===== config.mk =====
export PLATFORM = sky130hd
export DESIGN_NAME = rf_wb_ctrl_flat
export DESIGN_NICKNAME = d
export VERILOG_FILES = /design/src/rtl/rf_wb_ctrl_if.sv /design/src/rtl/rf_wb_ctrl.sv /design/src/flat_wrapper.sv
export SDC_FILE = /design/constraint.sdc
export NUM_CORES = 1
export LEC_CHECK = 0
export BUFFER_PORTS_ARGS = -buffer_cell sky130_fd_sc_hd__buf_2
export CORE_MARGIN = 2
export CORE_UTILIZATION = 49
export CTS_CLUSTER_DIAMETER = 150
export DETAILED_ROUTE_END_ITERATION = 12
export GPL_TIMING_DRIVEN = 0
export PLACE_DENSITY = 0.82
export RECOVER_POWER = 50
export SYNTH_ARGS = -nofsm -noshare
export SYNTH_HDL_FRONTEND = slang
export SYNTH_SLANG_ARGS = --single-unit

===== constraint.sdc =====
create_clock -name clk -period 4.4 [get_ports clk]
set_input_delay 0.22 -clock clk [delete_from_list [all_inputs] [get_ports clk]]
set_output_delay 0.22 -clock clk [all_outputs]
set_load 0.1 [all_outputs]

===== src/rtl/rf_wb_ctrl_if.sv =====
// rtl/rf_wb_ctrl_if.sv - bus bundle between WB/LLU/ID/RF and the write-port controller
//
// Purpose: groups every handshake and data signal of rf_wb_ctrl so the
// controller takes a single bus port. clk/rst stay outside the bundle.
// Ports (as seen from the controller, modport slave):
//   in : wb_we, wb_rd, wb_data, llu_valid, llu_rd, llu_data,
//        iss_valid, iss_rd, id_rs1, id_rs2, id_rd
//   out: wb_stall, llu_ready, iss_ready, id_stall, rf_we, rf_wa, rf_wd, pending
// The master modport is the mirror image (pipeline/LLU/RF side).
interface rf_wb_ctrl_if;
  logic        wb_we;
  logic [4:0]  wb_rd;
  logic [31:0] wb_data;
  logic        wb_stall;

  logic        llu_valid;
  logic [4:0]  llu_rd;
  logic [31:0] llu_data;
  logic        llu_ready;

  logic        iss_valid;
  logic [4:0]  iss_rd;
  logic        iss_ready;

  logic [4:0]  id_rs1;
  logic [4:0]  id_rs2;
  logic [4:0]  id_rd;
  logic        id_stall;

  logic        rf_we;
  logic [4:0]  rf_wa;
  logic [31:0] rf_wd;
  logic [31:0] pending;

  modport slave (
    input  wb_we, wb_rd, wb_data, llu_valid, llu_rd, llu_data,
           iss_valid, iss_rd, id_rs1, id_rs2, id_rd,
    output wb_stall, llu_ready, iss_ready, id_stall, rf_we, rf_wa, rf_wd, pending
  );

  modport master (
    output wb_we, wb_rd, wb_data, llu_valid, llu_rd, llu_data,
           iss_valid, iss_rd, id_rs1, id_rs2, id_rd,
    input  wb_stall, llu_ready, iss_ready, id_stall, rf_we, rf_wa, rf_wd, pending
  );
endinterface


===== src/rtl/rf_wb_ctrl.sv =====
// rtl/rf_wb_ctrl.sv - RF write-port arbiter (WB vs LLU) and LLU destination scoreboard
//
// Purpose: shares the single register-file write port between the WB stage
// and the long-latency unit. WB has priority; an LLU result that has lost
// STARVE_LIMIT consecutive cycles is forced through. Tracks registers with an
// outstanding LLU result and raises the ID hazard stall.
// Ports:
//   clk  - clock, state updates on posedge
//   rst  - asynchronous active-high reset
//   bus  - rf_wb_ctrl_if.slave (WB, LLU, issue, ID and RF write-port signals)
module rf_wb_ctrl #(
  parameter int STARVE_LIMIT = 3
) (
  input logic         clk,
  input logic         rst,
  rf_wb_ctrl_if.slave bus
);

  // Bit 0 is kept at zero so x0 can be indexed directly without a special case.
  logic [31:0] pendQ;
  logic [31:0] pendNext;
  logic [3:0]  waitCnt;
  logic [3:0]  waitNext;

  logic forceLlu;
  logic lluGrant;
  logic wbGrant;
  logic issFire;

  assign forceLlu = (waitCnt >= 4'(STARVE_LIMIT));
  assign lluGrant = bus.llu_valid & (~bus.wb_we | forceLlu);
  assign wbGrant  = bus.wb_we & ~lluGrant;
  assign issFire  = bus.iss_valid & bus.iss_ready & (bus.iss_rd != 5'd0);

  // Write-port mux and handshakes
  always_comb begin
    bus.rf_we     = 1'b0;
    bus.rf_wa     = 5'd0;
    bus.rf_wd     = 32'd0;
    bus.llu_ready = 1'b0;
    bus.wb_stall  = 1'b0;
    if (lluGrant) begin
      bus.rf_wa     = bus.llu_rd;
      bus.rf_wd     = bus.llu_data;
      bus.rf_we     = (bus.llu_rd != 5'd0);
      bus.llu_ready = 1'b1;
      bus.wb_stall  = bus.wb_we;
    end else if (wbGrant) begin
      bus.rf_wa = bus.wb_rd;
      bus.rf_wd = bus.wb_data;
      bus.rf_we = (bus.wb_rd != 5'd0);
    end
  end

  assign bus.pending   = pendQ;
  assign bus.iss_ready = ~pendQ[bus.iss_rd];
  assign bus.id_stall  = pendQ[bus.id_rs1] | pendQ[bus.id_rs2] | pendQ[bus.id_rd];

  // Clear first, then set, so an issue to the same rd in the same cycle wins.
  always_comb begin
    pendNext = pendQ;
    if (lluGrant) begin
      pendNext[bus.llu_rd] = 1'b0;
    end
    if (issFire) begin
      pendNext[bus.iss_rd] = 1'b1;
    end
    pendNext[0] = 1'b0;
  end

  always_comb begin
    waitNext = 4'd0;
    if (bus.llu_valid & ~lluGrant) begin
      waitNext = (waitCnt == 4'd15) ? 4'd15 : waitCnt + 4'd1;
    end
  end

  always_ff @(posedge clk or posedge rst) begin
    if (rst) begin
      pendQ   <= 32'd0;
      waitCnt <= 4'd0;
    end else begin
      pendQ   <= pendNext;
      waitCnt <= waitNext;
    end
  end

endmodule

===== src/flat_wrapper.sv =====
// flat-port wrapper written by rule: the top's interface ports become plain ports
module rf_wb_ctrl_flat 
#(
  parameter int STARVE_LIMIT = 3
)
  (clk, rst, bus_wb_we, bus_wb_rd, bus_wb_data, bus_llu_valid, bus_llu_rd, bus_llu_data, bus_iss_valid, bus_iss_rd, bus_id_rs1, bus_id_rs2, bus_id_rd, bus_wb_stall, bus_llu_ready, bus_iss_ready, bus_id_stall, bus_rf_we, bus_rf_wa, bus_rf_wd, bus_pending);
  rf_wb_ctrl_if bus_i ();
  input logic clk;
  input logic rst;
  input wire logic [$bits(bus_i.wb_we)-1:0] bus_wb_we;
  input wire logic [$bits(bus_i.wb_rd)-1:0] bus_wb_rd;
  input wire logic [$bits(bus_i.wb_data)-1:0] bus_wb_data;
  input wire logic [$bits(bus_i.llu_valid)-1:0] bus_llu_valid;
  input wire logic [$bits(bus_i.llu_rd)-1:0] bus_llu_rd;
  input wire logic [$bits(bus_i.llu_data)-1:0] bus_llu_data;
  input wire logic [$bits(bus_i.iss_valid)-1:0] bus_iss_valid;
  input wire logic [$bits(bus_i.iss_rd)-1:0] bus_iss_rd;
  input wire logic [$bits(bus_i.id_rs1)-1:0] bus_id_rs1;
  input wire logic [$bits(bus_i.id_rs2)-1:0] bus_id_rs2;
  input wire logic [$bits(bus_i.id_rd)-1:0] bus_id_rd;
  output wire logic [$bits(bus_i.wb_stall)-1:0] bus_wb_stall;
  output wire logic [$bits(bus_i.llu_ready)-1:0] bus_llu_ready;
  output wire logic [$bits(bus_i.iss_ready)-1:0] bus_iss_ready;
  output wire logic [$bits(bus_i.id_stall)-1:0] bus_id_stall;
  output wire logic [$bits(bus_i.rf_we)-1:0] bus_rf_we;
  output wire logic [$bits(bus_i.rf_wa)-1:0] bus_rf_wa;
  output wire logic [$bits(bus_i.rf_wd)-1:0] bus_rf_wd;
  output wire logic [$bits(bus_i.pending)-1:0] bus_pending;
  assign bus_i.wb_we = bus_wb_we;
  assign bus_i.wb_rd = bus_wb_rd;
  assign bus_i.wb_data = bus_wb_data;
  assign bus_i.llu_valid = bus_llu_valid;
  assign bus_i.llu_rd = bus_llu_rd;
  assign bus_i.llu_data = bus_llu_data;
  assign bus_i.iss_valid = bus_iss_valid;
  assign bus_i.iss_rd = bus_iss_rd;
  assign bus_i.id_rs1 = bus_id_rs1;
  assign bus_i.id_rs2 = bus_id_rs2;
  assign bus_i.id_rd = bus_id_rd;
  assign bus_wb_stall = bus_i.wb_stall;
  assign bus_llu_ready = bus_i.llu_ready;
  assign bus_iss_ready = bus_i.iss_ready;
  assign bus_id_stall = bus_i.id_stall;
  assign bus_rf_we = bus_i.rf_we;
  assign bus_rf_wa = bus_i.rf_wa;
  assign bus_rf_wd = bus_i.rf_wd;
  assign bus_pending = bus_i.pending;
  rf_wb_ctrl #(.STARVE_LIMIT(STARVE_LIMIT)) u_core (.clk(clk), .rst(rst), .bus(bus_i));
endmodule

==> metrics.md, run 1 <==
| Metric | Value |
|---|---|
| Status | `finished, violations left` |
| Failing checks | `design-rule violations` |
| Num Clock Sinks | `35` |
| Worst Hold Class | `input pin to register` |
| Routed WL | `11420 um` |
| Slowest-stage cell, CP | `buf_2` |
| Slew Limit Fails | `0` |
| Max-cap viol count | `0` |
| Fin crit share | `0.6803` |
| 1st-iter DRT viols | `330` |
| Antenna cells | `0` |
| Unrepaired setup endpoints after global routing | `false` |
| Syn Inst Count | `371` |
| Main flop type after synthesis | `dfrtp_1` |
| YS warnings | `0` |
| Hold Path Stages | `3` |
| CP max stage delay | `0.42 ns` |
| Combined area of the multi-input logic cells | `2212 um2` |
| Maximum root-to-sink buffer count | `2` |
| Slew @ Worst Pin | `1.271 ns` |
| Final setup violation count | `0` |
| Most common cell on crit path | `buf_2` |
| Pwr Density | `523.2 nW/um2` |
| Detail Placement HPWL | `9044 um` |
| DIE WIDTH | `85.73 um` |
| Post-Synthesis Cell Area | `3273 um2` |
| Fmax | `334.1 MHz` |
| Yosys cell types | `42` |
| Top post-synthesis cells by area | `dfrtp_1 27%, nand2_1 13%, mux4_2 12%, a22o_1 8.3%, mux4_1 8.0%` |
| Hold WS | `0.1500 ns` |
| Placeable Area | `6422 um2` |
| PortBufs | `158` |
| Fillers | `581` |
| WP data arrival | `2.77 ns` |
| FF-to-FF path depth | `6` |
| CTS root buffer | `clkbuf_8` |
| Global routing met2 resource utilization | `0.5618` |
| CTS tree | `yes` |
| CP required | `4.18 ns` |
| Routed Antenna Nets | `0` |
| Die Area | `7350 um2` |
| Num CTS Buffers | `5` |
| Maximum vdd drop | `0.3257 mV` |
| Crit path time final | `2.993 ns` |
| Ports | `173` |
| Site Rows | `29` |
| Leakage | `2.114 nW` |
| Pre-antenna DRT Iters | `9` |
| Clock-pin slew on the worst setup and hold paths | `0.07 ns` |
| H-tree depth | `2` |
| Async SR Flop Fraction | `1.000` |
| Crit. End Element | `output port` |
| GP Congestion | `0.9157` |
| Hold Buf Count CTS | `0` |
| Most Crowded Layer GR | `met2` |
| Clock latency on the worst-skew pair | `0.30 ns` |
| Initial antenna violation count | `0` |
| Vias per inst | `6.041` |
| GR Util met3 | `0.05967` |
| Layout overhead on the synthesized area | `28.29%` |
| Cts repair resizes | `0` |
| Share of cells above drive strength 1 | `0.3265` |
| Crit-path max FO | `10` |
| Final hold viol count | `0` |
| Die Y | `85.73 um` |
| Post-synth top area cell | `dfrtp_1` |
| Post-synth top area share | `0.2676` |
| GRT Total Usage | `0.3138` |
| Post-synthesis sequential area ratio | `0.2676` |
| Startpoint Class | `register` |
| Remaining DRCs | `10` |
| Syn Area/Cell | `8.822 um2` |
| EDFF count, synth | `0` |
| Crit-path cells | `ha_1, nor4b_1, nand2b_1, buf_2, buf_2, nand3_1, nand2_1, buf_2` |
| Skew final | `0.005967 ns` |
| Largest net degree at the start of global routing | `36` |
| Critical path depth | `8` |
| Vias | `3721` |
| Final net count | `638` |
| CP top delay family | `simple AND/OR/NAND/NOR gates` |
| Vias in the first global route | `3590` |
| GRT Residual Overflow | `0` |
| Worst Path Buf+Inv | `3` |
| Initial Utilization | `0.5096` |
| WL/cell | `18.54 um` |
| Register area | `875.8 um2` |
| Number of setup buffers added after CTS | `0` |
| #FFs+latches synth | `35` |
| Slew headroom | `0.1520` |
| Setup_tns | `0 ns` |
| M1 GR Usage | `0.3681` |
| First-pass GRT wire length | `17940 um` |
| CP Class | `register to output port` |
state kept, by name, indices dropped and copies added, names as in the netlist:
signal / cells
u_core.bus.pending: 31
u_core.waitCnt: 4
where the power goes:
| group | internal [W] | switching [W] | total (W) |
|---|---|---|---|
| Sequential | 0.000401 | 0.000147 | 0.000548 |
| Clock | 0.000108 | 0.000119 | 0.000228 |
| Combinational | 0.000323 | 0.00110 | 0.00142 |
synthesized netlist by cell type (5+ instances only):
cell	n
buf_2	7
a22o_1	31
nand2_1	114
nand3_1	41
nor2_1	10
clkbuf_1	18
inv_1	5
mux2i_1	9
mux4_1	10
nor3b_1	11
nor3_1	6
dfrtp_1	35
mux4_2	18
stage by stage:
stage | utilization | cells | instance area [um2] | total power (W) | worst slack, ns
final | 0.6538 | 616 | 4199 | 0.002197 | 1.407
after global routing | 0.6538 | 616 | 4199 | 0.002274 | 1.228
after CTS | 0.6620 | 616 | 4252 | 0.002209 | 1.607
after detailed placement | 0.6489 | 608 | 4168 | 0.001985 | 1.933
after global placement | 0.6489 | 608 | 4168 | 0.001967 | 1.944
after floorplan | - | 373 | 3281 | 0.001703 | 0.2366
cells in the final DEF, fill, tap and decap left out, drive strengths merged, types with 9 or more instances in the layout:
cell	instances
buf	141
mux4	28
nor2	10
mux2i	9
a22o	31
nor3b	13
dfrtp	35
nand2	114
nand3	41
clkbuf	55
logic make-up after synthesis:
group / synth area share
compound gates: 0.1174
buf+inv: 0.05466
flops: 0.2676
other cells: 0.001146
mux: 0.2420
fa+ha+maj: 0.003822
simple gates: 0.3135
worst register-to-register path, cell delays in order, from the launching register on:
cell and delay, ns:
dfrtp_1 0.37, ha_1 0.17, nor4b_1 0.07, nand2b_1 0.25, nor3b_1 0.94, nand2_1 0.14
a22o_1 0.22
final timing paths:
kind	start	to	slack [ns]
max in group asynchronous	rst	u_core.bus.pending[26]	3.37
hold / removal	bus_llu_valid	u_core.waitCnt[0]	0.15
min in group asynchronous	rst	u_core.waitCnt[2]	0.27
hold reg to reg	u_core.waitCnt[0]	u_core.waitCnt[0]	0.46
setup / recovery	u_core.waitCnt[0]	bus_rf_wd[4]	1.41
setup reg to reg	u_core.waitCnt[0]	u_core.bus.pending[26]	2.13
routing by layer:
metal / vias up / wire length (um)
met1: 1732 / 4124
met4: 0 / 293
li1: 1705 / -
met2: 261 / 5854
met5: - / 0
met3: 23 / 1149
layout make-up:
type                       count  area share
tap                           77     0.02294
buffer                        33     0.03814
multi-input combinational    300      0.5268
clock buffer                   5     0.01639
clock inverter                 3    0.003576
timing repair buffer         158      0.1791
sequential                    35      0.2086
inverter                       5    0.004470
Note: power is estimated with default switching activity, not from simulation.
==> run 2, diff against run 1 <==
--- a/config.mk
+++ b/config.mk
@@ -7,11 +7,11 @@
 export LEC_CHECK = 0
 export BUFFER_PORTS_ARGS = -buffer_cell sky130_fd_sc_hd__buf_2
 export CORE_MARGIN = 2
-export CORE_UTILIZATION = 49
+export CORE_UTILIZATION = 46
 export CTS_CLUSTER_DIAMETER = 150
 export DETAILED_ROUTE_END_ITERATION = 12
 export GPL_TIMING_DRIVEN = 0
-export PLACE_DENSITY = 0.82
+export PLACE_DENSITY = 0.78
 export RECOVER_POWER = 50
 export SYNTH_ARGS = -nofsm -noshare
 export SYNTH_HDL_FRONTEND = slang
==> constraint.sdc (replaced) <==
create_clock -name clk -period 2.8 [get_ports clk]
set_input_delay 0.14 -clock clk [delete_from_list [all_inputs] [get_ports clk]]
set_output_delay 0.14 -clock clk [all_outputs]
set_load 0.1 [all_outputs]
==> metrics.md, run 2 (synthesis results as in run 1) <==
| Metric | Value |
|---|---|
| CP required | `2.66 ns (was 4.18 ns)` |
| PnR worst setup slack | `0.1563 ns (was 1.407 ns)` |
| Post-Layout Cell Count | `636 (was 616)` |
| Num Clock Sinks | `35 (unchanged)` |
| First-pass GRT wire length | `17380 um (was 17940 um)` |
| CTS root buffer | `clkbuf_8 (unchanged)` |
| Ports | `173 (unchanged)` |
| CP Class | `register to output port (unchanged)` |
| Placeable Area | `6832 um2 (was 6422 um2)` |
| Vias per inst | `5.846 (was 6.041)` |
| Logic pwr share | `0.653 (was 0.647)` |
| Register-to-Register Setup Slack | `0.66 ns (was 2.13 ns)` |
| Num CTS Buffers | `5 (unchanged)` |
| Fin crit share | `0.9442` |
| Share of cells above drive strength 1 | `0.3321 (was 0.3265)` |
| H-tree depth | `2 (unchanged)` |
| Slew Limit Fails | `0 (unchanged)` |
| Final setup violation count | `0 (unchanged)` |
| Setup_tns | `0 ns (unchanged)` |
| Detail Placement HPWL | `8896 um (was 9044 um)` |
| Clock latency on the worst-skew pair | `0.28 ns (was 0.30 ns)` |
| P_int | `0.001321 W (was 0.0008322 W)` |
| WL/cell | `18.03 um (was 18.54 um)` |
| Largest net degree at the start of global routing | `36 (unchanged)` |
| Skew final | `0.007527 ns (was 0.005967 ns)` |
| Initial antenna violation count | `1 (was 0)` |
| Crit-path max FO | `10 (unchanged)` |
| Final net count | `640 (was 638)` |
| Site Rows | `30 (was 29)` |
| Maximum vdd drop | `0.5054 mV (was 0.3257 mV)` |
| Die Area | `7807 um2 (was 7350 um2)` |
| Startpoint Class | `register (unchanged)` |
| Fillers | `621 (was 581)` |
| Fmax | `378.3 MHz` |
| WP data arrival | `2.50 ns (was 2.77 ns)` |
| Final hold viol count | `0 (unchanged)` |
| 1st-iter DRT viols | `221 (was 330)` |
| Sw power | `0.002121 W (was 0.001365 W)` |
| GRT Total Usage | `0.2881 (was 0.3138)` |
| Leakage | `2.123 nW (was 2.114 nW)` |
| Flop pwr share | `0.255 (was 0.250)` |
| Vias in the first global route | `3512 (was 3590)` |
| Pwr Density | `799.8 nW/um2 (was 523.2 nW/um2)` |
| Switching share of power | `0.6162 (was 0.6212)` |
| Die Y | `88.36 um (was 85.73 um)` |
| Clock-pin slew on the worst setup and hold paths | `0.06 ns (was 0.07 ns)` |
| Most frequent cells in the layout | `122 x buf_2, 114 x nand2_1, 49 x clkbuf_1 (was 134 x buf_2, 114 x nand2_1, 49 x clkbuf_1)` |
| Layout overhead on the synthesized area | `31.46% (was 28.29%)` |
| GP Congestion | `0.9071 (was 0.9157)` |
| Crit. End Element | `output port (unchanged)` |
| Slew headroom | `0.2179 (was 0.1520)` |
| Remaining DRCs | `0 (was 10)` |
| Initial Utilization | `0.4791 (was 0.5096)` |
| Clock power frac | `0.092 (was 0.104)` |
| Max-cap viol count | `0 (unchanged)` |
| Pre-antenna DRT Iters | `5 (was 9)` |
| Vias | `3718 (was 3721)` |
| Max FFs per register | `31 (unchanged)` |
| Worst Hold Class | `input pin to register (unchanged)` |
| DIE WIDTH | `88.36 um (was 85.73 um)` |
| Most common cell after layout, fill and taps aside | `buf_2 (unchanged)` |
| Unrepaired setup endpoints after global routing | `false (unchanged)` |
| Crit path time final | `2.644 ns` |
| Slew @ Worst Pin | `1.178 ns (was 1.271 ns)` |
| Routed WL | `11470 um (was 11420 um)` |
| Maximum root-to-sink buffer count | `2 (unchanged)` |
| Dpl cells | `627 (was 608)` |
| GRT Residual Overflow | `0 (unchanged)` |
| Number of setup buffers added after CTS | `0 (unchanged)` |
| Routed Antenna Nets | `0 (unchanged)` |
| PortBufs | `158 (unchanged)` |
| Status | `finished clean (was finished, violations left)` |
| CTS tree | `yes (unchanged)` |
| Place WS | `0.4736 ns (was 1.933 ns)` |
==> run 2: what timing repair did <==
action                                  CTS  global route
hold buffers                              0             1
endpoints found under the hold margin     0            13
endpoints found under the setup margin    0            14
gates resized for setup                   0            14
==> run 2: critical path: stages (launching register included) <==
cell	delay, ns
dfrtp_1	0.38
ha_1	0.21
nor4b_2	0.31
nand2b_4	0.23
buf_2	0.22
buf_2	0.23
nand3_1	0.12
nand2_1	0.09
buf_2	0.42
==> run 2: routing by layer <==
layer	vias to the layer above	global-route usage	routed length, um
li1	1713	-	-
met1	1761	0.3458	4376
met2	227	0.5256	5805
met3	17	0.05131	1069
met4	0	0.08678	218
met5	-	0	0
==> run 2: final timing paths <==
path | end | start | cells after the start
worst max register to register | u_core.bus.pending[10] | u_core.waitCnt[0] | 6
min in group asynchronous | u_core.waitCnt[2] | rst | 3
worst max-delay path | bus_rf_wd[4] | u_core.waitCnt[0] | 8
worst min register to register | u_core.waitCnt[0] | u_core.waitCnt[0] | 1
max in group asynchronous | u_core.bus.pending[20] | rst | 4
worst min-delay path | u_core.waitCnt[0] | bus_llu_valid | 3
==> run 2: area by class of cell <==
type	count	area (um2)	area share
Clock buffer	6	72.57	0.01687
Buffer	33	160.2	0.03722
Tap cell	96	120.1	0.02792
Inverter	5	18.77	0.004362
Multi-Input combinational cell	300	2250	0.5228
Sequential cell	35	875.8	0.2035
Antenna cell	1	2.502	0.0005816
Timing Repair Buffer	160	803.3	0.1867
==> run 2: per-stage QoR <==
| step | cell area, um2 | utilization | hold WS, ns | total power [W] |
|---|---|---|---|---|
| 6_report | 4303 | 0.6299 | 0.1156 | 0.003441 |
| 5_1_grt | 4303 | 0.6299 | 0.1338 | 0.003554 |
| 2_1_floorplan | 3304 | - | 0.2479 | 0.002687 |
| 4_1_cts | 4288 | 0.6277 | 0.1156 | 0.003450 |
| 3_5_place_dp | 4215 | 0.6170 | 0.4115 | 0.003134 |
| 3_3_place_gp | 4215 | 0.6170 | 0.3999 | 0.003113 |
==> run 2: power by group through the flow <==
stage               Clock (W)  Combinational (W)  Sequential, W
finish               0.000317            0.00225       0.000878
global route         0.000339            0.00232       0.000893
CTS                  0.000319            0.00227       0.000862
detailed placement          0            0.00226       0.000869
global placement            0            0.00225       0.000861
floorplan                   0            0.00100        0.00168
